--- src/rtl/rv_debug_ctrl.sv ---
// rv_debug_ctrl: command/response debug port (halt, resume, N-step, reg/imem peek, status) for the Mini-RISC-V core
// Ports: clk/Rst (sync, active-low); cmd_valid/cmd_ready/cmd_op/cmd_arg command channel;
//        rsp_valid/rsp_ready/rsp_data/rsp_err response channel; core_halt stall out, core_retire pulse in;
//        reg_sel/reg_addr/reg_rdata register-file peek; imem_en/imem_addr/imem_rdata instruction-memory peek
module rv_debug_ctrl #(
   parameter int XLEN = 32,
   parameter int REG_AW = 5,
   parameter int IMEM_AW = 12,
   parameter int STEP_W = 8,
   parameter int DRAIN_CYCLES = 4,
   parameter int HALT_ON_RESET = 0
) (
   input  logic               clk,
   input  logic               Rst,
   input  logic               cmd_valid,
   output logic               cmd_ready,
   input  logic [2:0]         cmd_op,
   input  logic [XLEN-1:0]    cmd_arg,
   output logic               rsp_valid,
   input  logic               rsp_ready,
   output logic [XLEN-1:0]    rsp_data,
   output logic               rsp_err,
   output logic               core_halt,
   input  logic               core_retire,
   output logic [REG_AW-1:0]  reg_addr,
   output logic               reg_sel,
   input  logic [XLEN-1:0]    reg_rdata,
   output logic               imem_en,
   output logic [IMEM_AW-1:0] imem_addr,
   input  logic [XLEN-1:0]    imem_rdata
);
   localparam int DW = $clog2(DRAIN_CYCLES + 1);
   typedef enum logic [2:0] {RUN, DRAIN, HALTED, STEP, READ, CAPT, RESP} state_t;
   state_t state;
   logic [31:0] retire_cnt;
   logic [STEP_W-1:0] step_n, step_cnt;
   logic [XLEN-1:0] step_acc;
   logic [DW-1:0] drain_cnt;
   logic is_step, rd_imem, halted, unused;
   assign halted = state == HALTED;
   assign unused = ^{cmd_arg, retire_cnt[31:16]};
   function automatic logic [XLEN-1:0] status(input logic h);
      return XLEN'({retire_cnt[15:0], 15'd0, h});
   endfunction
   always_ff @(posedge clk) begin
      if (!Rst) begin
         state <= HALT_ON_RESET != 0 ? HALTED : RUN;
         core_halt <= HALT_ON_RESET != 0;
         cmd_ready <= 1'b1;
         rsp_valid <= 1'b0;
         rsp_data <= '0;
         rsp_err <= 1'b0;
         reg_sel <= 1'b0;
         reg_addr <= '0;
         imem_en <= 1'b0;
         imem_addr <= '0;
         retire_cnt <= '0;
         step_n <= '0;
         step_cnt <= '0;
         step_acc <= '0;
         drain_cnt <= '0;
         is_step <= 1'b0;
         rd_imem <= 1'b0;
      end else begin
         retire_cnt <= retire_cnt + 32'(core_retire);
         case (state)
            RUN, HALTED: if (cmd_valid && cmd_ready) begin
               // default is an immediate response; multi-cycle ops override below
               cmd_ready <= 1'b0;
               rsp_valid <= 1'b1;
               rsp_err <= 1'b0;
               rsp_data <= '0;
               state <= RESP;
               case (cmd_op)
                  3'd0: if (halted) rsp_data <= status(1'b1);
                  else begin
                     core_halt <= 1'b1;
                     rsp_valid <= 1'b0;
                     is_step <= 1'b0;
                     drain_cnt <= DW'(DRAIN_CYCLES - 1);
                     state <= DRAIN;
                  end
                  3'd1: begin
                     core_halt <= 1'b0;
                     rsp_data <= status(1'b0);
                  end
                  3'd2: if (!halted) rsp_err <= 1'b1;
                  else if (cmd_arg[STEP_W-1:0] != '0) begin
                     rsp_valid <= 1'b0;
                     core_halt <= 1'b0;
                     step_n <= cmd_arg[STEP_W-1:0];
                     step_cnt <= '0;
                     step_acc <= '0;
                     is_step <= 1'b1;
                     state <= STEP;
                  end
                  3'd3, 3'd4: if (!halted) rsp_err <= 1'b1;
                  else begin
                     rsp_valid <= 1'b0;
                     rd_imem <= cmd_op[2];
                     reg_sel <= !cmd_op[2];
                     imem_en <= cmd_op[2];
                     if (cmd_op[2]) imem_addr <= cmd_arg[IMEM_AW-1:0];
                     else reg_addr <= cmd_arg[REG_AW-1:0];
                     state <= READ;
                  end
                  3'd5: rsp_data <= status(halted);
                  default: rsp_err <= 1'b1;
               endcase
            end
            STEP: if (core_retire) begin
               step_cnt <= step_cnt + STEP_W'(1);
               step_acc <= step_acc + XLEN'(1);
               if (step_cnt + STEP_W'(1) == step_n) begin
                  core_halt <= 1'b1;
                  drain_cnt <= DW'(DRAIN_CYCLES - 1);
                  state <= DRAIN;
               end
            end
            DRAIN: begin
               // in-flight instructions still retire while draining and count toward the step result
               step_acc <= step_acc + XLEN'(core_retire);
               if (drain_cnt == '0) begin
                  rsp_valid <= 1'b1;
                  rsp_err <= 1'b0;
                  rsp_data <= is_step ? step_acc + XLEN'(core_retire) : status(1'b1);
                  state <= RESP;
               end else drain_cnt <= drain_cnt - DW'(1);
            end
            READ: begin
               reg_sel <= 1'b0;
               imem_en <= 1'b0;
               state <= CAPT;
            end
            CAPT: begin
               rsp_data <= rd_imem ? imem_rdata : reg_rdata;
               rsp_valid <= 1'b1;
               rsp_err <= 1'b0;
               state <= RESP;
            end
            RESP: if (rsp_ready) begin
               rsp_valid <= 1'b0;
               cmd_ready <= 1'b1;
               state <= core_halt ? HALTED : RUN;
            end
            default: state <= RUN;
         endcase
      end
   end
endmodule

--- config.mk ---
export PLATFORM = sky130hd
export DESIGN_NAME = rv_debug_ctrl
export DESIGN_NICKNAME = d
export VERILOG_FILES = /design/src/rtl/rv_debug_ctrl.sv
export SDC_FILE = /design/constraint.sdc
export NUM_CORES = 1
export LEC_CHECK = 0
export CAP_MARGIN = 0
export CORE_UTILIZATION = 40
export DETAILED_ROUTE_END_ITERATION = 8
export REMOVE_ABC_BUFFERS = 1
export SLEW_MARGIN = 25
export SYNTH_ARGS = -nofsm -noshare
export SYNTH_HDL_FRONTEND = slang
export SYNTH_SLANG_ARGS = --single-unit
--- constraint.sdc ---
create_clock -name clk -period 5.5 [get_ports clk]
set_input_delay 1.1 -clock clk [delete_from_list [all_inputs] [get_ports clk]]
set_output_delay 1.1 -clock clk [all_outputs]
set_load 0.05 [all_outputs]
==> results.py <==
metrics = {
    "outcome": {
        "status": "finished clean",
    },
    "cells_and_area": {
        "final_area_sq_um": 9900,
        "final_layout_size_suffix_gt1_share_pct": 7.00,
        "stdcell_count": 1389,
        "n_antenna_cell": 0,
        "syn_to_final_growth_pct": 26.0,
        "nNetsFinal": 1228,
        "fin_util_pct": 52.3,
    },
    "timing": {
        "min_period_ns": 3.62,
        "worst_pin_slew_ns": 1.01,
        "skew_ns": 0.0137,
        "rsz0062_at_grt": "no",
        "fmax_mhz": 276,
        "hold_viol": 0,
        "fin_setup_tns_ns": 0,
        "slew_violations": 0,
        "relSlewSlack_pct": 31.8,
        "final.period_utilization_pct": 65.9,
        "setup_viol": 0,
    },
    "clock_network": {
        "post_cts_buffers": 0,
        "cts_sinks": 127,
        "cts-root-buf": "clkbuf_16",
        "cts_tree": "built",
        "cts_hold_buf": 0,
        "cts_made_buffers": 17,
        "htree_num_levels": 4,
        "clock_latency_ns": 0.43,
        "cts_buffer_depth": 2,
        "clk_pin_slew_ns": 0.06,
        "cts_resized": 0,
    },
    "synthesis": {
        "avgSynthCellArea_sq_um": 7.71,
        "synth_area_leaders": "dfxtp_1, a21oi_1, mux2i_1, o21ai_0, nor2_1",
        "yosys.area.top_type": "dfxtp_1",
        "ys_seq_area_share_pct": 32.4,
        "synthArstFlopShare_pct": 0,
        "yosysWarningCount": 0,
        "synth_ff_type": "dfxtp_1",
        "synth_seq_cells": 127,
        "synth_top_area_share_pct": 32.4,
        "syn-cell-area_sq_um": 7860,
        "post-synth-top-count-cell": "dfxtp_1",
        "netlist_instances": 1019,
        "synth-edff-count": 0,
        "synthDistinctLibCells": 76,
        "netlist_top_cells_count": "dfxtp_1, nor2_1, a21oi_1, nand2_1, o21ai_0",
    },
    "floorplan": {
        "core_area_sq_um": 19000,
        "floorplan.initialDensity_pct": 41.5,
        "die_w_um": 142,
        "num_rows": 50,
        "dieArea_sq_um": 20200,
        "ios": 159,
        "die_y_um": 142,
    },
    "routing": {
        "first_iter_violations": 603,
        "postRouteAntennaNets": 0,
        "first_pass_iters": 7,
        "dr_total_vias": 8041,
        "wl_per_cell_um": 18.4,
        "drt_wl_total_um": 25500,
        "drc_errors": 0,
        "vias_per_cell": 5.79,
    },
    "critical_path": {
        "r2r-start": "state[1]",
        "cp_max_fo": 8,
        "r2r_setup_slack_ns": 2.15,
        "arrival_ns": 3.96,
        "path_cells": "clkdlybuf4s50_1 > nor4_1 > a2111oi_2 > o22ai_1 > and2_1 > o21ai_0 > o31ai_1",
        "crit_path_start_kind": "primary input",
        "cp.required_ns": 5.84,
        "critical_path_class": "in -> reg",
        "worst-path-stages": 7,
        "reg2regPathDepth": 6,
        "critPathMaxStageDelay_ns": 0.80,
        "slowest_stage": "nor4_1",
        "crit_buf_inv": 1,
        "cp-end-kind": "register",
        "cp_top_family": "simple AND/OR/NAND/NOR gates",
        "r2r-end": "step_acc[14]",
    },
    "worst_hold_path": {
        "hp-class": "reg -> reg",
        "min_from": "imem_addr[1]",
        "holdPathEnd": "imem_addr[1]",
        "holdPathStages": 2,
    },
    "power": {
        "powerDensity_nw_per_um2": 326,
        "total_power_mw": 3.23,
        "ir_worst_vdd_v": 0.000257,
        "p_leak_nw": 3.39,
    },
    "grt": {
        "grt_usage_pct": 25.8,
        "grt.overflow.total": 0,
        "grt_max_degree": 41,
        "antenna_found_initial": 0,
        "grt_pass1_wl_um": 40800,
        "grt_pass1_vias": 7559,
    },
    "placement": {
        "post-dp-hpwl_um": 17800,
        "placed_cell_area_sq_um": 9320,
        "io_buffers": 138,
        "dp.cells": 1357,
        "place_congestion": 0.888,
    },
    "run": {
        "cap_violations": 0,
    },
}
==> where the power goes <==
| group | total (mW) | switching (mW) | internal [mW] |
|---|---|---|---|
| Clock | 1.14 | 0.497 | 0.644 |
| Sequential | 1.09 | 0.0940 | 0.998 |
| Combinational | 0.996 | 0.641 | 0.355 |
==> registers in the layout, summed over array words and instances, names as in the netlist <==
name        cells
step_cnt        8
rsp_valid       1
cmd_ready       1
reg_addr        5
imem_addr      12
rsp_data       32
rd_imem         1
reg_sel         1
drain_cnt       3
core_halt       1
is_step         1
retire_cnt     16
step_acc       32
imem_en         1
step_n          8
rsp_err         1
state           3
==> how the worst max path moves through the flow <==
stage,to,start,slack [ns]
after floorplan,step_acc[24],Rst,2.23
after global placement,step_acc[18],cmd_arg[4],1.51
after detailed placement,step_acc[19],cmd_arg[4],1.52
after CTS,step_acc[18],cmd_arg[4],1.95
after global routing,step_acc[19],cmd_arg[4],1.77
final,step_acc[14],cmd_arg[4],1.88
==> logic make-up after synthesis <==
| logic type | count (synthesis) | synth area share (%) |
|---|---|---|
| and+or+nand+nor | 372 | 23.4 |
| muxes | 51 | 6.54 |
| DFF | 127 | 32.4 |
| xor gates and xnor gates | 57 | 6.35 |
| buffers and inverters | 95 | 5.73 |
| AOI/OAI and AO/OA | 309 | 24.4 |
| adders and majority gates | 8 | 1.27 |
==> layer usage <==
layer / track usage (%) / part of all wire, % / up-vias
met2: 40.8 / 44 / 336
li1: - / - / 3916
met4: 9.22 / 2.0 / 0
met5: 0 / 0 / -
met1: 34.3 / 46 / 3760
met3: 5.72 / 7.1 / 29
==> final cells by class <==
type / instances / area, sq um
repair buffers: 157 / 1520
fillers: 1889 / 9050
clock inverters: 15 / 160
well taps: 260 / 325
flip-flops and latches: 127 / 2540
clock buffers: 17 / 425
inverters: 16 / 60.1
multi-input cells: 797 / 4870
==> per-stage QoR <==
step / worst slack (ns) / hold slack (ns)
finish: 1.88 / 0.453
global route: 1.77 / 0.480
CTS: 1.95 / 0.456
detailed placement: 1.52 / 0.447
global placement: 1.51 / 0.440
floorplan: 2.23 / 0.447
==> placed cells by master (no fill, tap or decap), types with 25 or more instances in the layout <==
master and n:
nand2_1 94, xor2_1 26, clkdlybuf4s50_1 138, a21oi_1 100
dfxtp_1 126, nor3_1 27, nand3_1 39, mux2i_1 48
nand4_1 25, xnor2_1 31, nor2_1 106, o21ai_0 85
==> worst register-to-register path, cell delays in order, from the launching register on <==
cell and delay (ns):
dfxtp_1 0.80, clkinv_1 0.50, o21a_1 0.55, o22ai_1 0.77, and2_1 0.41, o21ai_0 0.14
o31ai_1 0.09
No activity file was read; power rests on OpenSTA's default activity.
